`src/rtl/control_unit.sv`:
```
// Multi-cycle fetch/decode/execute control FSM for the accumulator datapath.
// Optional memory-handshake watchdog enabled by defining WAIT_TIMEOUT_EN.
module control_unit #(
  parameter int unsigned TIMEOUT_CYCLES = 16
) (
  input  logic       clock,
  input  logic       control_reset_n,
  input  logic [3:0] opcode,
  input  logic       flag_Z,
  input  logic       flag_N,
  input  logic       mem_ready,
  output logic       mem_rd,
  output logic       mem_wr,
  output logic       ir_wr,
  output logic       pc_inc,
  output logic       pc_wr,
  output logic       acc_wr,
  output logic [2:0] alu_op,
  output logic       alu_b_sel,
  output logic       status_wr,
  output logic       status_reset,
  output logic       branch_taken,
  output logic       halted,
  output logic       bus_error
);

  typedef enum logic [2:0] {
    START  = 3'd0,
    FETCH  = 3'd1,
    DECODE = 3'd2,
    MEM_RD = 3'd3,
    MEM_WR = 3'd4,
    EXEC   = 3'd5,
    BRANCH = 3'd6,
    HALT   = 3'd7
  } state_t;

  localparam logic [3:0] OP_NOP = 4'h0;
  localparam logic [3:0] OP_LD  = 4'h1;
  localparam logic [3:0] OP_ST  = 4'h2;
  localparam logic [3:0] OP_ADD = 4'h3;
  localparam logic [3:0] OP_SUB = 4'h4;
  localparam logic [3:0] OP_AND = 4'h5;
  localparam logic [3:0] OP_OR  = 4'h6;
  localparam logic [3:0] OP_NOT = 4'h7;
  localparam logic [3:0] OP_JMP = 4'h8;
  localparam logic [3:0] OP_BEQ = 4'h9;
  localparam logic [3:0] OP_BNE = 4'hA;
  localparam logic [3:0] OP_BLT = 4'hB;
  localparam logic [3:0] OP_BGE = 4'hC;
  localparam logic [3:0] OP_LDI = 4'hD;
  localparam logic [3:0] OP_HLT = 4'hF;

  localparam logic [2:0] ALU_PASS_B = 3'b000;
  localparam logic [2:0] ALU_ADD    = 3'b001;
  localparam logic [2:0] ALU_SUB    = 3'b010;
  localparam logic [2:0] ALU_AND    = 3'b011;
  localparam logic [2:0] ALU_OR     = 3'b100;
  localparam logic [2:0] ALU_NOT    = 3'b101;

  state_t state;
  state_t state_nxt;
  logic   timeout_c;

`ifdef WAIT_TIMEOUT_EN
  localparam int unsigned CNT_W = $clog2(TIMEOUT_CYCLES + 1);

  logic [CNT_W-1:0] wait_cnt;
  logic             waiting_c;

  assign waiting_c = ((state == FETCH) || (state == MEM_RD) || (state == MEM_WR)) && !mem_ready;
  // Fires on the cycle whose stall would bring the count up to TIMEOUT_CYCLES.
  assign timeout_c = waiting_c && (wait_cnt == CNT_W'(TIMEOUT_CYCLES - 1));

  // Any state change clears the count, so each access starts from zero.
  always_ff @(posedge clock or negedge control_reset_n) begin
    if (!control_reset_n) begin
      wait_cnt <= '0;
    end else if (state_nxt != state) begin
      wait_cnt <= '0;
    end else if (waiting_c) begin
      wait_cnt <= wait_cnt + CNT_W'(1);
    end
  end

  // Sticky until reset.
  always_ff @(posedge clock or negedge control_reset_n) begin
    if (!control_reset_n) begin
      bus_error <= 1'b0;
    end else if (timeout_c) begin
      bus_error <= 1'b1;
    end
  end
`else
  logic [31:0] unused_timeout;

  assign unused_timeout = 32'(TIMEOUT_CYCLES);
  assign timeout_c      = 1'b0;
  assign bus_error      = 1'b0;
`endif

  always_ff @(posedge clock or negedge control_reset_n) begin
    if (!control_reset_n) begin
      state <= START;
    end else begin
      state <= state_nxt;
    end
  end

  // Next-state and Moore/Mealy strobe decode.
  always_comb begin
    state_nxt    = state;
    mem_rd       = 1'b0;
    mem_wr       = 1'b0;
    ir_wr        = 1'b0;
    pc_inc       = 1'b0;
    pc_wr        = 1'b0;
    acc_wr       = 1'b0;
    alu_op       = ALU_PASS_B;
    alu_b_sel    = 1'b0;
    status_wr    = 1'b0;
    status_reset = 1'b0;
    branch_taken = 1'b0;
    halted       = 1'b0;

    case (state)
      START: begin
        status_reset = 1'b1;
        state_nxt    = FETCH;
      end

      FETCH: begin
        mem_rd = 1'b1;
        if (mem_ready) begin
          ir_wr     = 1'b1;
          pc_inc    = 1'b1;
          state_nxt = DECODE;
        end else if (timeout_c) begin
          state_nxt = HALT;
        end
      end

      DECODE: begin
        case (opcode)
          OP_LD, OP_ADD, OP_SUB, OP_AND, OP_OR: state_nxt = MEM_RD;
          OP_ST:                                state_nxt = MEM_WR;
          OP_NOT, OP_LDI:                       state_nxt = EXEC;
          OP_JMP:                               state_nxt = BRANCH;
          OP_BEQ:                               state_nxt = flag_Z ? BRANCH : FETCH;
          OP_BNE:                               state_nxt = flag_Z ? FETCH : BRANCH;
          OP_BLT:                               state_nxt = flag_N ? BRANCH : FETCH;
          OP_BGE:                               state_nxt = flag_N ? FETCH : BRANCH;
          OP_HLT:                               state_nxt = HALT;
          default:                              state_nxt = FETCH;
        endcase
      end

      MEM_RD: begin
        mem_rd    = 1'b1;
        alu_b_sel = 1'b0;
        case (opcode)
          OP_ADD:  alu_op = ALU_ADD;
          OP_SUB:  alu_op = ALU_SUB;
          OP_AND:  alu_op = ALU_AND;
          OP_OR:   alu_op = ALU_OR;
          default: alu_op = ALU_PASS_B;
        endcase
        if (mem_ready) begin
          acc_wr    = 1'b1;
          status_wr = 1'b1;
          state_nxt = FETCH;
        end else if (timeout_c) begin
          state_nxt = HALT;
        end
      end

      MEM_WR: begin
        mem_wr = 1'b1;
        if (mem_ready) begin
          state_nxt = FETCH;
        end else if (timeout_c) begin
          state_nxt = HALT;
        end
      end

      EXEC: begin
        acc_wr    = 1'b1;
        status_wr = 1'b1;
        if (opcode == OP_LDI) begin
          alu_op    = ALU_PASS_B;
          alu_b_sel = 1'b1;
        end else begin
          alu_op    = ALU_NOT;
          alu_b_sel = 1'b0;
        end
        state_nxt = FETCH;
      end

      BRANCH: begin
        pc_wr        = 1'b1;
        branch_taken = 1'b1;
        state_nxt    = FETCH;
      end

      HALT: begin
        halted = 1'b1;
      end

      default: begin
        state_nxt = START;
      end
    endcase
  end

endmodule

```
`config.mk`:
```
export PLATFORM = sky130hd
export DESIGN_NAME = control_unit
export DESIGN_NICKNAME = d
export VERILOG_FILES = /design/src/rtl/control_unit.sv
export SDC_FILE = /design/constraint.sdc
export NUM_CORES = 1
export LEC_CHECK = 0
export ABC_CLOCK_PERIOD_IN_PS = 1200
export CELL_PAD_IN_SITES_DETAIL_PLACEMENT = 1
export CELL_PAD_IN_SITES_GLOBAL_PLACEMENT = 2
export CORE_MARGIN = 2
export CORE_UTILIZATION = 19
export CTS_BUF_LIST = sky130_fd_sc_hd__clkbuf_4
export CTS_CLUSTER_DIAMETER = 50
export DETAILED_ROUTE_END_ITERATION = 10
export PLACE_DENSITY = 0.78
export REMOVE_ABC_BUFFERS = 1
export SYNTH_ARGS = -nofsm -noshare
export SYNTH_HDL_FRONTEND = slang
export SYNTH_SLANG_ARGS = --single-unit
```
`constraint.sdc`:
```
create_clock -name clock -period 1.2 [get_ports clock]
set_input_delay 0.18 -clock clock [delete_from_list [all_inputs] [get_ports clock]]
set_output_delay 0.18 -clock clock [all_outputs]
set_load 0.05 [all_outputs]
```
After elaboration in Yosys (flattened, before gate mapping)
Cells that the tools add are included.
{"block": "op_classes", "n_eq_ne": 23, "muxes": 21, "n_reduce_logical": 8}
{"operator": "4-bit equality test (second input constant)", "n": 7}
{"operator": "3-bit one-hot mux with 9 select lines", "n": 1}
{"operator": "3-bit one-hot mux with 4 select lines", "n": 2}
{"operator": "3-bit two-way mux", "n": 7}
{"operator": "4-bit by 3-bit equality test with 1-bit output (second input constant)", "n": 4}
{"operator": "3-bit equality test (second input constant)", "n": 4}
{"operator": "1-bit two-way mux", "n": 9}
{"operator": "4-bit by 2-bit equality test with 1-bit output (second input constant)", "n": 2}
{"operator": "3-bit by 2-bit equality test with 1-bit output (second input constant)", "n": 2}
{"operator": "3-bit one-hot mux with 2 select lines", "n": 1}
{"operator": "2-bit OR reduction", "n": 3}
{"operator": "5-bit OR reduction", "n": 1}
{"operator": "4-bit by 1-bit equality test with 1-bit output (second input constant)", "n": 1}
{"operator": "4-bit nonzero test", "n": 1}
{"operator": "3-bit by 1-bit equality test with 1-bit output (second input constant)", "n": 1}
{"operator": "3-bit zero test", "n": 1}
{"operator": "3-bit AND reduction", "n": 1}
{"operator": "3-bit OR reduction", "n": 1}
{"operator": "2-bit by 1-bit inequality test with 1-bit output (second input constant)", "n": 1}
{"operator": "2-bit inequality test (second input constant)", "n": 1}
{"operator": "1-bit one-hot mux with 2 select lines", "n": 1}
{"block": "totals", "register_bits": 3, "in_bits": 9, "elab_cells": 53}

Logic depth before layout (Yosys ltp)
{"block": "logic_depth", "depth_word": 4, "depth_mapped": 6}

Least setup slack after synthesis
OpenSTA, ideal clock, no wires.
{"block": "synth_timing", "path_kind": "reg-to-output", "from": "register state[0]", "to": "output port pc_wr", "t_arrival_ns": 2.115, "t_required_ns": 1.020, "path_slack_ns": -1.095, "path_stages_with_launch": 4, "n_path_buf": 2, "path_cell_list": "dfrtp_1 > clkbuf_1 > nor3_1 > buf_4"}
{"block": "synth_between", "elab_chain_len": 2}
{"element": "start: declaration", "line_no": "61", "text": "state_t state;"}
{"element": "start signal: assignment", "line_no": "106", "text": "state <= state_nxt;"}
{"element": "3-bit equality test"}
{"element": "1-bit two-way mux"}
{"element": "end: declaration", "line_no": "16", "text": "output logic pc_wr,"}
Every way passes these cells.

Final worst setup path
{"block": "layout_timing", "from": "register state[2]", "to": "output port status_wr"}
{"block": "layout_between", "elab_chain_len": 2}
{"element": "3-bit equality test / 3-bit by 2-bit equality test with 1-bit output (equally long branches)", "line_no": "126", "text": "case (state)"}
{"element": "1-bit one-hot mux with 2 select lines (*)", "line_no": "126"}
{"element": "end: declaration", "line_no": "20", "text": "output logic status_wr,"}
Mark *: on every way between the ends. The rest lies on a longest branch, timed or not.

==> out/qor.txt <==
Synth Register Bits: 3
Syn. warnings: 0
Number of nets still failing antenna checks after routing: 0
Register name with the most flops: state
Endpoints failing setup: 17
Setup CP Type: register to output port
Clock latency at the later pin of the worst-skew pair: 0.26 ns
Most frequent cells in the layout: 19 x buf_4, 15 x buf_6, 14 x buf_12, 5 x nand2_1
Biggest registers after layout: state: 3 flops
PortBufs: 22
Sink Count: 3
Fraction of registers with async set/reset: 1.00
Peak supply drop: 1650 µV
Tmin final: 1.70 ns
Hold Worst Slack: 0.113 ns
Netlist cell types: 36
GR Util met3: 0.0290
Nets: 140
Max reg flops: 3
Final-report max-slew violation count: 0
Startpoint types: register
CTS tree: built
M2 GR Usage: 0.321
Crit-path max cell delay: 0.48 ns
Global route overflow: 0
H-tree levels: 1
Via density: 5.07
Final worst setup slack: -0.500 ns
Layout area overhead: 147%
First-pass GRT wire length: 4090 µm
Non-Filler Instances: 161
FMAX: 588 MHz
Reg clk slew, reported paths: 0.04 ns
Critical path's slowest cell: dfrtp_2
Via count: 816
WL/cell: 17.6 µm
Routability cong.: 0.803
Antenna cells: 0
Fin util: 0.496
Worst-case clock buffer depth: 2
MaxCap Viol Count: 0
Register area share after synthesis: 0.135
Fill cell count: 299
Worst path top cell family by delay: buffers and inverters
Crit path arrival time: 1.52 ns
Pwr Density: 2070 nW/µm²
Final cycle utilization of the critical path: 1.42
Number of cells after detailed placement: 149
Most used flip-flop cell after synthesis: dfrtp_1
Largest net degree at the start of global routing: 12
Top Ports: 24
Most common cell after layout, fill and taps aside: buf_4
Initial core utilization: 0.201
Antenna violations before repair: 0
Die W: 58.0 µm
Total Die Area: 3370 µm²
Gr busiest metal: met2
Crit path buf inv count: 4
# DRC: 0
Cts bufs inserted: 3
Req. time, crit path: 1.02 ns
Drt total wl: 2830 µm
Core area: 2760 µm²
Met1 Use GR: 0.162
EDFF count, synth: 0
Violated checks: negative setup slack
Detailed placer's ending HPWL: 1720 µm
Root Driver: clkbuf_4
Final hold violations: 0
Layout cells sized above 1: 0.638
Endpoint class of the critical path: output port
CP Max Fanout: 6
GRT Util Overall: 0.165
Vias in the first global route: 869
CP cell instances: buf_4 > buf_6 > nand2_2 > a21oi_2 > buf_6 > buf_12
Synth Cell Area: 554 µm²
FP Rows: 19
Die height: 58.0 µm
Pre-antenna DRT Iters: 4
Clock skew: 0.00565 ns
Syn Area/Cell: 6.76 µm²
Mapped Cells: 82
CP dominant cell by count: buf_6
Status: finished with violations
DR iter-0 viols: 23
Leakage: 0.000590 µW
Reg-to-reg slack, setup: -0.41 ns
Final setup TNS: -6.35 ns
Worst Hold Class: primary input to async pin
RSZ-0062 raised after global routing: true
[power by group]
| part | leakage (µW) | switching [µW] | internal, µW |
|---|---|---|---|
| clock | 0.0000184 | 81.7 | 149 |
| sequential | 0.0000324 | 81.3 | 149 |
| combinational | 0.000539 | 1230 | 1140 |
[cell usage after synthesis, types with 2 or more instances]
master    number  area (µm²)
a31oi_1        2        12.5
o21ai_0        6        30.0
and3_1         2        12.5
nand2_1        8        30.0
o211ai_1       2        15.0
inv_1          3        11.3
clkbuf_1       2        7.51
o311ai_0       2        17.5
buf_2          3        15.0
a21oi_1        6        30.0
dfrtp_1        3        75.1
inv_2          2        7.51
nor3_1         8        40.0
buf_4          6        45.0
nor2_1         6        22.5
[cell type report]
class | instances | area [µm²] | area share
Timing Repair Buffer | 56 | 666 | 0.487
Multi-Input combinational cell | 61 | 518 | 0.379
Sequential cell | 3 | 77.6 | 0.0567
Tap cell | 31 | 38.8 | 0.0284
Inverter | 6 | 37.5 | 0.0274
Clock buffer | 4 | 30.0 | 0.0220
[per-stage QoR]
stage	power, µW	setup slack [ns]	instance area (µm²)
2_1_floorplan	977	-1.65	475
3_3_place_gp	1940	-0.649	1070
3_5_place_dp	1960	-0.733	1070
4_1_cts	2570	-0.479	1270
5_1_grt	2950	-0.566	1370
6_report	2830	-0.500	1370
[what timing repair did]
item | 4_1_cts | 5_1_grt
pin swaps | 10 | 8
endpoints found under the hold margin | 0 | 0
resized for setup | 41 | 25
buffers inserted | 8 | 2
endpoints found under the setup margin | 17 | 17
hold buffers | 0 | 0
[cells by family (layout without fill, tap and decap cells)]
logic type / count (synthesis) / in the layout / synth area share
compound gates: 26 / 26 / 0.323
xor+xnor: 1 / 1 / 0.0158
buf+inv: 18 / 66 / 0.205
flops: 3 / 3 / 0.135
mux: 1 / 1 / 0.0203
other cells: 1 / 1 / 0.00677
simple gates: 32 / 32 / 0.293
[metal layers]
metal | wire (µm) | share of wire
met5 | 0 | 0
met2 | 1590 | 0.56
met1 | 1050 | 0.37
met4 | 104 | 0.037
met3 | 81 | 0.029
[path summary, 6_finish.rpt]
kind | start | depth (start not counted) | endpoint
hold / removal | control_reset_n | 1 | state[0]$_DFFE_PN0P_
setup / recovery | state[2]$_DFFE_PN0P_ | 6 | status_wr
min in group clock | flag_N | 5 | state[1]$_DFFE_PN0P_
max in group asynchronous | control_reset_n | 1 | state[1]$_DFFE_PN0P_
hold reg to reg | state[2]$_DFFE_PN0P_ | 3 | state[1]$_DFFE_PN0P_
setup reg to reg | state[2]$_DFFE_PN0P_ | 5 | state[2]$_DFFE_PN0P_
Power figures use the tool's default switching activity.
